===== src/rtl/multdiv_wb_tag_ctrl.sv =====
// multdiv_wb_tag_ctrl: tracks the in-flight MULT/DIV op, presents its writeback tag and raises RAW stalls.
// Optional MULTDIV_EARLY_TERM_EN: divide-by-zero skips RUN and completes the cycle after issue.
module multdiv_wb_tag_ctrl #(
  parameter int MULT_CYCLES = 32,
  parameter int DIV_CYCLES  = 32,
  parameter int CNT_W       = 6
) (
  input  logic       clk,
  input  logic       rst_n,
  input  logic       start_mult_i,
  input  logic       start_div_i,
  input  logic [4:0] rd_i,
  input  logic       div_by_zero_i,
  input  logic [4:0] rs_a_i,
  input  logic [4:0] rs_b_i,
  output logic       busy_o,
  output logic       result_ready_o,
  output logic       wb_en_o,
  output logic [4:0] wb_rd_o,
  output logic       exception_o,
  output logic       hazard_o
);
  typedef enum logic [1:0] {IDLE, RUN, DONE} state_t;
  localparam logic [CNT_W-1:0] MULT_LOAD = CNT_W'(MULT_CYCLES - 1);
  localparam logic [CNT_W-1:0] DIV_LOAD  = CNT_W'(DIV_CYCLES - 1);
  state_t           state_q, state_d;
  logic [CNT_W-1:0] cnt_q, cnt_d;
  logic [4:0]       rd_q, rd_d;
  logic             div_q, div_d, dbz_q, dbz_d;
  logic             start, is_div;
  assign start  = start_mult_i | start_div_i;
  assign is_div = start_div_i & ~start_mult_i;
  always_comb begin
    state_d = state_q;
    cnt_d   = cnt_q;
    rd_d    = rd_q;
    div_d   = div_q;
    dbz_d   = dbz_q;
    if (state_q == RUN) begin
      cnt_d   = cnt_q - 1'b1;
      state_d = (cnt_q == CNT_W'(1)) ? DONE : RUN;
    end else if (start) begin
      rd_d    = rd_i;
      div_d   = is_div;
      dbz_d   = is_div & div_by_zero_i;
      cnt_d   = is_div ? DIV_LOAD : MULT_LOAD;
      state_d = RUN;
`ifdef MULTDIV_EARLY_TERM_EN
      if (is_div & div_by_zero_i) begin
        cnt_d   = '0;
        state_d = DONE;
      end
`endif
    end else begin
      state_d = IDLE;
    end
  end
  always_ff @(posedge clk or negedge rst_n) begin
    if (!rst_n) begin
      state_q <= IDLE;
      cnt_q   <= '0;
      rd_q    <= '0;
      div_q   <= 1'b0;
      dbz_q   <= 1'b0;
    end else begin
      state_q <= state_d;
      cnt_q   <= cnt_d;
      rd_q    <= rd_d;
      div_q   <= div_d;
      dbz_q   <= dbz_d;
    end
  end
  // rd_q keeps its last value in IDLE, so the tag is masked by busy
  assign busy_o         = state_q != IDLE;
  assign result_ready_o = state_q == DONE;
  assign wb_en_o        = result_ready_o & (rd_q != 5'd0);
  assign exception_o    = result_ready_o & div_q & dbz_q;
  assign wb_rd_o        = busy_o ? rd_q : 5'd0;
  assign hazard_o       = busy_o & (rd_q != 5'd0) & ((rs_a_i == rd_q) | (rs_b_i == rd_q));
endmodule


===== config.mk =====
export PLATFORM = sky130hd
export DESIGN_NAME = multdiv_wb_tag_ctrl
export DESIGN_NICKNAME = d
export VERILOG_FILES = /design/src/rtl/multdiv_wb_tag_ctrl.sv
export SDC_FILE = /design/constraint.sdc
export NUM_CORES = 1
export LEC_CHECK = 0
export ABC_CLOCK_PERIOD_IN_PS = 1900
export BUFFER_PORTS_ARGS = -buffer_cell sky130_fd_sc_hd__buf_2
export CAP_MARGIN = 20
export CORE_MARGIN = 8
export CORE_UTILIZATION = 35
export CTS_BUF_LIST = sky130_fd_sc_hd__clkbuf_8
export DETAILED_ROUTE_END_ITERATION = 8
export PLACE_DENSITY_LB_ADDON = 0.2
export SYNTH_ARGS = -nofsm -noshare
export SYNTH_HDL_FRONTEND = slang
export SYNTH_SLANG_ARGS = --single-unit

===== constraint.sdc =====
create_clock -name clk -period 1.9 [get_ports clk]
set_clock_uncertainty 0.2 [all_clocks]
set_input_delay 0.285 -clock clk [delete_from_list [all_inputs] [get_ports clk]]
set_output_delay 0.285 -clock clk [all_outputs]
set_load 0.01 [all_outputs]

# Word level (Yosys, flattened, before mapping)

Index checks and enable logic that the tools add are counted.
Widths: inputs -> output; s select.

Add/sub/neg operators: 1
Equal/unequal tests: 5
Muxes and demuxes: 6
Bitwise operators: 11
Reductions and logical operators: 4

Operators with widths:

| cell                | count |
|---|---|
| $mux 6              | 2 |
| $eq 5x5->1          | 2 |
| $and 1x1->1         | 7 |
| $eq 6x1->1 const B  | 1 |
| $sub 6x1->6 const B | 1 |
| $mux 5              | 1 |
| $reduce_bool 5->1   | 1 |
| $mux 2              | 2 |
| $reduce_bool 2->1   | 2 |
| $eq 2x1->1 const B  | 1 |
| $eq 2x2->1 const B  | 1 |
| $not 1->1           | 2 |
| $or 1x1->1          | 2 |
| $reduce_and 2->1    | 1 |
| $mux 1              | 1 |

Flip-flop bits (word level): 15
Bits of input ports: 20
Output and inout port bits: 10
Word-level logic and storage cells: 32

# Longest topological paths before layout

Gate-level depths: netlist (run 1).

Depth in word-level cells: 3
Mapped depth: 6

# Least setup slack after synthesis (run 1)

Ideal clock, no wire load.

Path kind: flip-flop to output port
From: register rd_q[1]
To: output hazard_o
Arrival: 1182 ps
Data required time: 1415 ps
Slack: 233 ps
Cell stages (with the launch flop): 5
Cells stage by stage: dfrtp_1 xor2_1 nor3_2 nand3_1 a211oi_1

Cells in the longest elaborated chain, start to end: 3
Elaborated cells on any way between the ends: 6
Classes of those cells: eq/ne: 2; bitwise: 3; reduce/logical: 1

Ends and longest elaborated chain:

| item                                                   | line | source |
|---|---|---|
| start, declared                                        | 28   | `logic [4:0] rd_q, rd_d;` |
| start signal, assigned                                 | 68   | `rd_q <= rd_d;` |
| $eq 5x5->1 / $reduce_bool 5->1 (equally long branches) | 79   | `assign hazard_o = busy_o & (rd_q != 5'd0) & ((rs_a_i == rd_q) \| (rs_b_i == rd_q));` |
| $or 1x1->1 / $and 1x1->1 (equally long branches)       | 79   |  |
| $and 1x1->1 *                                          | 79   |  |
| end, declared                                          | 21   | `output logic hazard_o` |

Every way passes the cells marked *; elsewhere a longest branch is shown, timed or not.

# Final worst setup path (run 1)

Same ends and word-level chain as after synthesis.

==> results of run 1 <==
synthesized netlist by cell type:
master                     count  area (sq um)
sky130_fd_sc_hd__nor3_2        1         10.01
sky130_fd_sc_hd__inv_1         3         11.26
sky130_fd_sc_hd__nor3_1        3         15.01
sky130_fd_sc_hd__xnor2_1       5         43.79
sky130_fd_sc_hd__nor4_4        1         21.27
sky130_fd_sc_hd__a31oi_1       2         12.51
sky130_fd_sc_hd__ha_1          2         25.02
sky130_fd_sc_hd__a211oi_1      1         7.510
sky130_fd_sc_hd__a21oi_1       8         40.04
sky130_fd_sc_hd__nand2_1       3         11.26
sky130_fd_sc_hd__nor2_8        1         20.02
sky130_fd_sc_hd__nor2_1        6         22.52
sky130_fd_sc_hd__nor2b_1       8         50.05
sky130_fd_sc_hd__nor2_2        1         6.260
sky130_fd_sc_hd__mux2i_1       1         10.01
sky130_fd_sc_hd__nand2b_1      1         6.260
sky130_fd_sc_hd__nor3b_1       1         7.510
sky130_fd_sc_hd__nand3b_1      1         7.510
sky130_fd_sc_hd__and2b_1       1         7.510
sky130_fd_sc_hd__or4_1         1         7.510
sky130_fd_sc_hd__dfrtp_1      15         375.4
sky130_fd_sc_hd__mux2_4        5         75.07
sky130_fd_sc_hd__o21ai_1       2         10.01
sky130_fd_sc_hd__nand3_1       2         10.01
sky130_fd_sc_hd__buf_6         1         11.26
sky130_fd_sc_hd__xor2_1        6         52.55
sky130_fd_sc_hd__and3_1        1         6.260
sky130_fd_sc_hd__nand2b_2      1         8.760
what timing repair did:
| action | CTS | global route |
|---|---|---|
| buffers inserted | 3 | 0 |
| gates resized for setup | 4 | 4 |
| hold buffers | 1 | 0 |
| endpoints found under the hold margin | 15 | 0 |
| cloned | 0 | 0 |
| pin swaps | 1 | 8 |
| setup endpoints to repair | 2 | 2 |
worst max-delay path: cells and delay by family (launching register included):
kind | cells | cell delay (ps)
buffers and inverters | 1 | 160
AO/OA/AOI/OAI | 1 | 40
AND/OR/NAND/NOR | 2 | 650
flip-flops | 1 | 420
flip-flops by register name (all words and copies together) (netlist names):
register	cells
state_q	2
cnt_q	6
div_q	1
dbz_q	1
rd_q	5
power by group:
part | switching (mW) | leakage [nW] | internal (mW) | total, mW
clock network | 0.105 | 0.0269 | 0.143 | 0.247
registers | 0.152 | 0.173 | 0.467 | 0.619
logic | 0.339 | 0.369 | 0.462 | 0.801
stage by stage:
stage | total power, mW | instances | setup TNS [ps] | util | setup slack (ps)
finish | 1.668 | 152 | -181.1 | 0.4832 | -99.23
global route | 1.811 | 152 | -296.0 | 0.4832 | -166.3
CTS | 1.667 | 152 | -230.9 | 0.4776 | -123.1
detailed placement | 1.339 | 144 | 0 | 0.4393 | 105.2
global placement | 1.324 | 144 | 0 | 0.4393 | 132.4
floorplan | 1.121 | 84 | 0 | - | 233.4
final timing paths:
check | start | endpoint | slack [ps] | cells after the start
worst max-delay path | rd_q[1] | hazard_o | -100 | 4
worst min-delay path | start_mult_i | div_q | 60 | 2
worst max register to register | state_q[0] | rd_q[0] | 320 | 3
worst min register to register | cnt_q[5] | cnt_q[5] | 270 | 1
max in group asynchronous | rst_n | rd_q[4] | 960 | 2
min in group asynchronous | rst_n | cnt_q[3] | 270 | 2
metal layers:
layer | GRT usage | up-vias | part of all wire
met4 | 0.04000 | 0 | 0.011
met2 | 0.1520 | 20 | 0.47
met5 | 0 | - | 0
li1 | - | 363 | -
met3 | 0.03859 | 4 | 0.11
met1 | 0.09713 | 334 | 0.41
kinds of logic (layout without fill, tap and decap cells):
family,after synthesis,in the layout
buffers and inverters,4,42
AOI/OAI and AO/OA,13,13
and+or+nand+nor,33,33
adders and majority gates,2,2
xor gates and xnor gates,11,11
muxes,6,6
DFF,15,15
cell type report:
| cell class | count | area [sq um] | area share |
|---|---|---|---|
| Multi-Input combinational cell | 65 | 518.0 | 0.4367 |
| Sequential cell | 15 | 377.9 | 0.3186 |
| Timing Repair Buffer | 35 | 196.4 | 0.1656 |
| Clock buffer | 3 | 41.29 | 0.03481 |
| Tap cell | 30 | 37.54 | 0.03165 |
| Inverter | 3 | 11.26 | 0.009494 |
| Clock inverter | 1 | 3.754 | 0.003165 |
==> results.txt, run 1 <==
- Of the total synthesized cell area, the portion taken by XOR and XNOR cells is 0.1080.
- The final layout contains around 150 nets.
- First-iteration detailed-routing DRC count: 18
* Synthesis Warnings: 0
- Of all nets on the critical path, the largest fanout is 4.
* Die area: about 0.0044 sq mm
- Leading cell type in the layout, fill and taps excluded: sky130_fd_sc_hd__buf_2
* Via total after detailed routing: around 720
- Based on the critical path, the design can be clocked at up to 0.5002 GHz.
* Routability-driven placement congestion ratio: around 0.83
- Vias per std cell: 4.743
* Synth unique cells: 28
- Of the cells placed in the final design, the portion with a size suffix greater than 1 is 0.4344.
- On the critical path, the stage with the largest delay is an instance of sky130_fd_sc_hd__or4_4.
* Synthesized area: around 900 sq um
- In this run, synthesis produced a sequential element count of 15.
- Worst setup path class: flop to primary output
* Violated checks: setup timing
* Worst Hold Margin: 59.47 ps
- The number of pins exceeding their max-slew limit in the final report was 0.
* Max Root-Sink Buffers: 2
- The share of the Yosys chip area taken by registers is 0.4208.
- The worst-case IR drop observed on VDD is 709.5 uV.
- Ratio of total power to cell area: around 1400 mW/mm^2
- Worst EP required: roughly 1400 ps
* Worst Setup End Kind: primary output
* Horizontal extent of the die: about 66 microns
* # port buffers: 29
- Clock-pin slew on the worst setup and hold paths: approximately 60 ps
- Die Y-Extent: roughly 66 microns
- For this configuration, the core starts out at a cell density of 0.3634.
- From synthesis to final layout, the design area changed by 32.96%.
- Final setup margin: -99.23 ps
* Least-Margin Pin Slew: between 400 and 500 ps
- Max-cap violations in this run came to 0.
- 0 antenna diodes ended up in the layout.
- Drc violations: 0
- The worst setup path is launched from a flop.
- Number of hold violations in the final report: 0
* Total clock buffers created by CTS: 3
- Final setup violating endpoints: 2
* Aggregate global routing overflow: 0
* Clock insertion delay at the later pin of the skew report: 240 ps
- TritonCTS built the clock tree.
* Mean instance size in the synthesized netlist: about 11 sq um
- I/O pin cnt: 30
- Counting the fill cells in the layout gives roughly 240.
- Status: finished, violations left
- The first global-routing pass estimated a little over 3000 microns of wire.
* Count of standard-cell rows: 18
- Commonest cells after routing, fill and taps aside: 29 x sky130_fd_sc_hd__buf_2, 13 x sky130_fd_sc_hd__dfrtp_1, 8 x sky130_fd_sc_hd__a21oi_1, 8 x sky130_fd_sc_hd__nor2b_1, 6 x sky130_fd_sc_hd__xor2_1
- Once placement finished, the instance area stood at 0.001079 sq mm.
- The initial antenna violation count is 0.
- Clock sink count: 15
- Summed over all cells, the static leakage comes to about 0.57 nW.
* Remaining max-slew budget at the tightest pin: 0.6957
- Worst Hold Class: input port to flop
- Counting every net in the synthesized netlist gives between 100 and 150.
- By area, the combinational part of the netlist is dominated by simple AND/OR/NAND/NOR gates.
* Setup repair after global routing missed its margin: yes
- The first detailed-routing pass took 4 iterations.
* Longest individual stage delay on the worst path: around 540 ps
- CTS placed an instance of sky130_fd_sc_hd__clkbuf_8 at the clock tree root.
- In the synthesized netlist, the number of instances is 84.
- Of the total synthesized cell area, the portion taken by full adders, half adders and majority gates is 0.02805.
* HPWL after DPL: 1519 microns
- Largest net degree at the start of global routing: 16
- Wires add up to 1895 microns.
- Walking the worst path, the cells encountered are or4_4 -> nor2_4 -> a211oi_2 -> buf_2.
- Across every metal layer, demand over resource in global routing totals 0.09069.
* Clock H-tree levels: 1
- Average routed wire per standard cell: 12.47 microns
- The share of the synthesized area in compound gates (AO/OA/AOI/OAI) is 0.07854.
- Proportion of synthesized area in mux cells: 0.09537
* Min cycle time layout: between 1500 and 2000 ps
* Remaining antenna violation count after routing: 0
- Final instance area: 0.001186 sq mm
- The number of global-route vias before repair came to just over 700.
* Period utilization: 1.052
* Core ar.: between 0.002 and 0.0025 sq mm
- Simple-gate portion of the synthesized area: 0.2440
- WP data arrival: 1510 ps
Note: power is estimated with default switching activity, not from simulation.
==> inputs of run 2 (changes only) <==
--- a/config.mk
+++ b/config.mk
@@ -8,6 +8,8 @@
 export ABC_CLOCK_PERIOD_IN_PS = 1900
 export BUFFER_PORTS_ARGS = -buffer_cell sky130_fd_sc_hd__buf_2
 export CAP_MARGIN = 20
+export CELL_PAD_IN_SITES_DETAIL_PLACEMENT = 1
+export CELL_PAD_IN_SITES_GLOBAL_PLACEMENT = 1
 export CORE_MARGIN = 8
 export CORE_UTILIZATION = 35
 export CTS_BUF_LIST = sky130_fd_sc_hd__clkbuf_8
==> results.txt, run 2 (same netlist as run 1, synthesis figures left out) <==
* Worst setup path class: flop to primary output (unchanged)
- The placed wire-length estimate is 1727 microns (was 1519 microns).
- Average routed wire per standard cell: 14.09 microns (was 12.47 microns)
- The power per cell area was 1408 mW/mm^2 (was 1406 mW/mm^2).
* Placed cells: 143 (was 144)
* Least-Margin Pin Slew: 441.3 ps (was 454.8 ps)
- The final core utilization was 0.4715 (was 0.4832).
- CP Buf/Inv Count: 1 (unchanged)
* Final Slew Violations: 0 (unchanged)
- Leading cell type in the layout, fill and taps excluded: sky130_fd_sc_hd__buf_2 (unchanged)
- CTS tree: done (unchanged)
- Max Root-Sink Buffers: 2 (unchanged)
* Longest individual stage delay on the worst path: 520 ps (was 540 ps)
- Starting density of the core: 0.3634 (unchanged)
* Global routing usage summed across all routing layers: 0.1032 (was 0.09069)
- The end of the worst register-to-register path is cnt_q[4] (was rd_q[0]).
- Setup repair after global routing missed its margin: yes (unchanged)
- The number of ports placed on the die boundary is 30 (unchanged).
* CP max stage cell: sky130_fd_sc_hd__or4_4 (unchanged)
* MaxCap Viol Count: 0 (unchanged)
* Worst Hold Margin: 50.56 ps (was 59.47 ps)
- Endpoint, Worst Hold: div_q (unchanged)
- The normalized max-slew margin came to 0.7047 (was 0.6957).
- Number of iterations in the first detailed-routing pass: 3 (was 4)
- The number of vias after detailed routing was 718 (was 721).
- Worst Setup End Kind: primary output (unchanged)
- The number of remaining DRC errors was 0 (unchanged).
* Worst Reg-to-Reg Cells: 6 (was 3)
- Maximum operating frequency: 0.5010 GHz (was 0.5002 GHz)
- Die area: 0.004420 sq mm (unchanged)
- Violated checks: setup timing (unchanged)
- The setup violation total in the final timing report came to 2 (unchanged).
- Diode insertion count for antenna repair: 0 (unchanged)
- # port buffers: 29 (unchanged)
- Static leakage: 0.5545 nW (was 0.5682 nW)
* Hold Path Cell Cnt: 2 (unchanged)
- The routability congestion estimate was 0.8344 (was 0.8307).
- Total clock buffers created by CTS: 3 (unchanged)
* Worst-path cell chain: or4_4 -> nor2_2 -> a211oi_1 -> buf_2 (was or4_4 -> nor2_4 -> a211oi_2 -> buf_2)
- The horizontal die dimension came to 66.49 microns (unchanged).
- The number of global-route vias before repair is 795 (was 721).
- The hold path startpoint is start_mult_i (unchanged).
- The number of flip-flops under the largest register name is 6 (unchanged).
* Most flop-heavy register: cnt_q (unchanged)
- Clock sink count: 15 (unchanged)
- Worst Hold Class: input port to flop (unchanged)
- The largest fanout of any net on the critical path is 4 (unchanged).
- The depth of the CTS H-tree is 1 (unchanged).
- The placement-stage cell area came to 0.001071 sq mm (was 0.001079 sq mm).
- The number of nets in the layout came to 144 (was 145).
- The clock period minus worst slack came to 1996 ps (was 1999 ps).
* Status: finished, violations left (unchanged)
* Largest net degree at the start of global routing: 16 (unchanged)
- The row count was 18 (unchanged).
* PnR Total Power: 1.630 mW (was 1.668 mW)
* Die Y-Extent: 66.49 microns (unchanged)
* Source of the worst register-to-register timing path: cnt_q[0] (was state_q[0])
- First-iteration detailed-routing DRC count: 15 (was 18)
* Worst Setup Start Kind: flop (unchanged)
* Final setup margin: -96.04 ps (was -99.23 ps)
* Clock tree root buffer cell: sky130_fd_sc_hd__clkbuf_8 (unchanged)
- Commonest cells after routing, fill and taps aside: 29 x sky130_fd_sc_hd__buf_2, 13 x sky130_fd_sc_hd__dfrtp_1, 8 x sky130_fd_sc_hd__a21oi_1, 8 x sky130_fd_sc_hd__nor2b_1, 6 x sky130_fd_sc_hd__xor2_1 (unchanged)
* First-pass GRT wire length: 3546 microns (was 3118 microns)
* Period utilization: 1.051 (was 1.052)
- The placeable core region was 0.002455 sq mm (unchanged).
* Register-to-register setup slack: 270 ps (was 320 ps)
* Total negative slack: -162.1 ps (was -181.1 ps)
- The clock latency at the later pin of the worst-skew pair is 240 ps (about the same).
- The final-layout fill cell count came to 293 (was 244).
* Clock-pin slew on the worst setup and hold paths: 60 ps (about the same)
- Setup Slack @ Placement: 100.1 ps (was 105.2 ps)
- The final count of hold timing violations came to 0 (unchanged).
- Worst EP required: 1410 ps (about the same)
* Crit path max-delay family: simple AND/OR/NAND/NOR gates (unchanged)
* Final instance area: 0.001157 sq mm (was 0.001186 sq mm)
- The residual antenna-violating net count after detailed routing came to 0 (unchanged).
- The wire length after detailed routing came to 2127 microns (was 1895 microns).
- Number of antenna violations at the first check in global routing: 0 (unchanged)
- Fraction of layout cells with a size suffix above 1: 0.4132 (was 0.4344)
* Maximum vdd ir drop: 696.2 uV (was 709.5 uV)
* Aggregate global routing overflow: 0 (unchanged)
* Fin cells: 151 (was 152)
- Regs by FF count: cnt_q x6, rd_q x5, state_q x2 (unchanged)
- The data arrival time of the critical path is 1510 ps (about the same).
- Layout overhead on the synthesized area: 29.73% (was 32.96%)
- The via density per instance is 4.755 (was 4.743).
==> run 2: cell count changes in the layout (fill, tap and decap cells not counted) <==
cell / change
sky130_fd_sc_hd__buf_6: -1
sky130_fd_sc_hd__nor2_4: -1
sky130_fd_sc_hd__xnor2_1: +1
sky130_fd_sc_hd__xnor2_2: -1
sky130_fd_sc_hd__nor2_2: +1
sky130_fd_sc_hd__a211oi_2: -1
sky130_fd_sc_hd__a211oi_1: +1
==> run 2: final cells by class <==
class,instances,area (sq um),area share
multi-input combinational,65,500.5,0.4324
clock inverter,1,3.754,0.003243
sequential,15,377.9,0.3265
clock buffer,3,41.29,0.03568
tap,30,37.54,0.03243
timing repair buffer,34,185.2,0.1600
inverter,3,11.26,0.009730
==> run 2: how the worst max path moves through the flow <==
| stage | startpoint | end | slack [ps] | cells after the start |
|---|---|---|---|---|
| final | rd_q[1] | hazard_o | -100 | 4 |
| after global routing | rd_q[0] | hazard_o | -190 | 5 |
| after CTS | rd_q[1] | hazard_o | -100 | 4 |
| after detailed placement | rd_q[1] | hazard_o | 100 | 4 |
| after global placement | rd_q[1] | hazard_o | 130 | 4 |
| after floorplan | rd_q[1] | hazard_o | 230 | 4 |
==> run 2: what timing repair did <==
action / CTS / global route
hold buffers: 1 / 0
endpoints found under the setup margin: 2 / 2
resized for setup: 2 / 2
setup buffers: 2 / 1
hold endpoints to repair: 15 / 0
==> run 2: layer usage <==
metal	vias to the layer above	GRT usage	part of all wire	wire length, microns
li1	365	-	-	-
met1	338	0.1072	0.40	858
met2	13	0.1930	0.52	1114
met3	2	0.03020	0.067	143
met4	0	0.03200	0.0047	10
met5	-	0	0	0
==> run 2: power by group <==
group | switching (mW) | leakage, nW | internal, mW
clock network | 0.100 | 0.0269 | 0.142
registers | 0.171 | 0.173 | 0.467
logic | 0.321 | 0.355 | 0.429
total | 0.592 | 0.554 | 1.04
==> inputs of run 3 (changes only) <==
--- a/config.mk
+++ b/config.mk
@@ -14,7 +14,7 @@
 export CORE_UTILIZATION = 35
 export CTS_BUF_LIST = sky130_fd_sc_hd__clkbuf_8
 export DETAILED_ROUTE_END_ITERATION = 8
-export PLACE_DENSITY_LB_ADDON = 0.2
+export PLACE_DENSITY = 0.77
 export SYNTH_ARGS = -nofsm -noshare
 export SYNTH_HDL_FRONTEND = slang
 export SYNTH_SLANG_ARGS = --single-unit
==> results.txt, run 3 (same netlist as run 1, synthesis figures left out) <==
- Internal power component: 1.061 mW (was 1.038 mW)
- Final Slew Violations: 0 (unchanged)
- The placeable core region was 0.002455 sq mm (unchanged).
- Violated checks: setup timing (unchanged).
- The clock tree buffer depth is 2 (unchanged).
- The antenna diode instance count was 0 (unchanged).
- Maximum vdd ir drop: 718.7 uV (was 696.2 uV)
- The end of the worst register-to-register path was rd_q[3] (was cnt_q[4]).
- Setup repair after global routing missed its margin: yes (unchanged)
- Capturing instance or port of the critical path: hazard_o (unchanged)
- The clock period minus worst slack came to 2038 ps (was 1996 ps).
* Ratio of total power to cell area: 1445 mW/mm^2 (was 1408 mW/mm^2)
* Fraction of layout cells with a size suffix above 1: 0.4344 (was 0.4132)
- Final setup violating endpoints: 2 (unchanged)
* Number of hold violations in the final report: 0 (unchanged)
- The largest fanout of any net on the critical path is 5 (was 4).
- Clock insertion delay at the later pin of the skew report: 250 ps (was 240 ps)
- The path type of the worst min-delay path is input port to flop (unchanged).
- The clock network power share was 0.152 (was 0.149).
- Largest net degree at the start of global routing: 16 (unchanged)
* Total clock buffers created by CTS: 3 (unchanged)
- CP Buf/Inv Count: 1 (unchanged)
* Aggregate global routing overflow: 0 (unchanged)
* Final design utilization: 0.4796 (was 0.4715)
- The via density per instance is 4.842 (was 4.755).
* Die Y-Extent: 66.49 microns (unchanged)
* Number of flip-flops under the largest register name: 6 (unchanged)
- CTS tree: done (unchanged)
- Global routing usage summed across all routing layers: 0.1161 (was 0.1032)
- Regs by FF count: cnt_q x6, rd_q x5, state_q x2 (unchanged).
* Worst setup path class: flop to primary output (unchanged)
* Vias in the first global route: 841 (was 795)
- First-pass GRT wire length: 3850 microns (was 3546 microns)
- Average routed wire per standard cell: 15.27 microns (was 14.09 microns)
- The count of clock tree sinks is 15 (unchanged).
- The most common cell after layout, fill and taps aside is sky130_fd_sc_hd__buf_2 (unchanged).
- Status: finished, violations left (unchanged)
- The switching part of the total power is 0.3767 (was 0.3631).
- Combinational share of power: 0.479 (was 0.460)
* CP max stage cell: sky130_fd_sc_hd__or4_4 (unchanged)
- Commonest cells after routing, fill and taps aside: 29 x sky130_fd_sc_hd__buf_2, 13 x sky130_fd_sc_hd__dfrtp_1, 8 x sky130_fd_sc_hd__a21oi_1, 8 x sky130_fd_sc_hd__nor2b_1, 6 x sky130_fd_sc_hd__xor2_1 (unchanged).
- The switching power came to 641.0 uW (was 591.8 uW).
- Static leakage: 0.5611 nW (was 0.5545 nW)
- Clock-pin slew on the worst setup and hold paths: 60 ps (about the same)
- The data required time of the worst path is 1410 ps (about the same).
- Remaining antenna violation count after routing: 0 (unchanged)
* Starting density of the core: 0.3634 (unchanged)
- I/O pin cnt: 30 (unchanged)
- The start of the worst register-to-register path was state_q[1] (was cnt_q[0]).
* Total negative slack: -270.7 ps (was -162.1 ps)
- The depth of the CTS H-tree was 1 (unchanged).
* Worst-path cell chain: or4_4 -> nor2_4 -> a211oi_2 -> buf_2 (was or4_4 -> nor2_2 -> a211oi_1 -> buf_2)
- Placed cell areas: 0.001079 sq mm (was 0.001071 sq mm)
* Crit path max-delay family: simple AND/OR/NAND/NOR gates (unchanged)
* Die area: 0.004420 sq mm (unchanged)
- Worst Setup End Kind: primary output (unchanged)
- The highest clock frequency the design can meet is 0.4907 GHz (was 0.5010 GHz).
* Period utilization: 1.073 (was 1.051)
* Number of iterations in the first detailed-routing pass: 4 (was 3)
- Worst Setup Start Kind: flop (unchanged)
* Clock tree root buffer cell: sky130_fd_sc_hd__clkbuf_8 (unchanged)
- The wire length after detailed routing is 2321 microns (was 2127 microns).
- The total power consumption of the routed design is 1.701 mW (was 1.630 mW).
- The horizontal die dimension was 66.49 microns (unchanged).
- The final instance area came to 0.001177 sq mm (was 0.001157 sq mm).
- The number of vias after detailed routing was 736 (was 718).
- # nets final: 145 (was 144)
* Routability-driven placement congestion ratio: 0.8187 (was 0.8344)
* Number of antenna violations at the first check in global routing: 0 (unchanged)
- Count of standard-cell rows: 18 (unchanged)
- The number of port buffers was 29 (unchanged).
- The normalized max-slew margin came to 0.7198 (was 0.7047).
* HPWL after DPL: 1849 microns (was 1727 microns)
- The cell depth of the worst setup path came to 4 (unchanged).
* Final setup margin: -137.9 ps (was -96.04 ps)
* WP data arrival: 1550 ps (was 1510 ps)
- The area added between synthesis and finish came to 31.98% (was 29.73%).
- The sequential power share was 0.369 (was 0.391).
- First-iteration detailed-routing DRC count: 10 (was 15)
- Longest individual stage delay on the worst path: 560 ps (was 520 ps)
- Most flop-heavy register: cnt_q (unchanged)
- The register-to-register setup slack came to 290 ps (was 270 ps).
- The slew at the pin closest to its max-slew limit was 420.2 ps (was 441.3 ps).
* Worst Reg-to-Reg Cells: 3 (was 6)
- The start point of the critical path is rd_q[0] (was rd_q[1]).
* MaxCap Viol Count: 0 (unchanged)
- Drc violations: 0 (unchanged)
## run 3: cell types whose count changed in the layout (fill, tap and decap cells not counted), sizes merged
cell / previous run / this run
buf: 33 / 34
## run 3: worst min-delay path by stage
stage	from	end	depth (start not counted)
6_report	start_mult_i	div_q	2
5_1_grt	start_mult_i	dbz_q	2
4_1_cts	start_mult_i	div_q	2
3_5_place_dp	rst_n	cnt_q[1]	1
3_3_place_gp	rst_n	cnt_q[1]	1
2_1_floorplan	rst_n	cnt_q[0]	0
## run 3: layer usage
layer | global-route usage | routed length (microns)
met5 | 0 | 0
met4 | 0.07200 | 56
met3 | 0.02685 | 179
met2 | 0.2280 | 1215
met1 | 0.1024 | 870
## run 3: metrics by stage
stage | worst slack [ps] | hold WS, ps | cells
3_3_place_gp | 127.6 | 4.653 | 144
2_1_floorplan | 233.4 | -210.6 | 84
6_report | -137.9 | 41.84 | 152
3_5_place_dp | 87.30 | 8.486 | 144
4_1_cts | -119.6 | 39.03 | 151
5_1_grt | -235.4 | 56.31 | 152
## run 3: what timing repair did
item                                    4_1_cts  5_1_grt
endpoints found under the setup margin        2        2
setup buffers                                 2        1
gates cloned                                  0        0
hold buffers                                  1        0
pin swaps                                     5        4
hold endpoints to repair                     15        0
gates resized for setup                       5        2
## run 3: cell type report
class	instances	area, sq um
well taps	30	37.54
clock buffers	3	41.29
fillers	299	1277
multi-input cells	65	513.0
inverters	3	11.26
repair buffers	35	192.7
flip-flops and latches	15	377.9
clock inverters	1	3.754
## run 3: power by group through the flow
stage	Sequential, mW	Combinational [mW]	Clock [mW]
3_3_place_gp	0.615	0.704	0
4_1_cts	0.627	0.807	0.262
3_5_place_dp	0.633	0.739	0
6_report	0.628	0.815	0.258
5_1_grt	0.649	0.921	0.268
2_1_floorplan	0.602	0.519	0
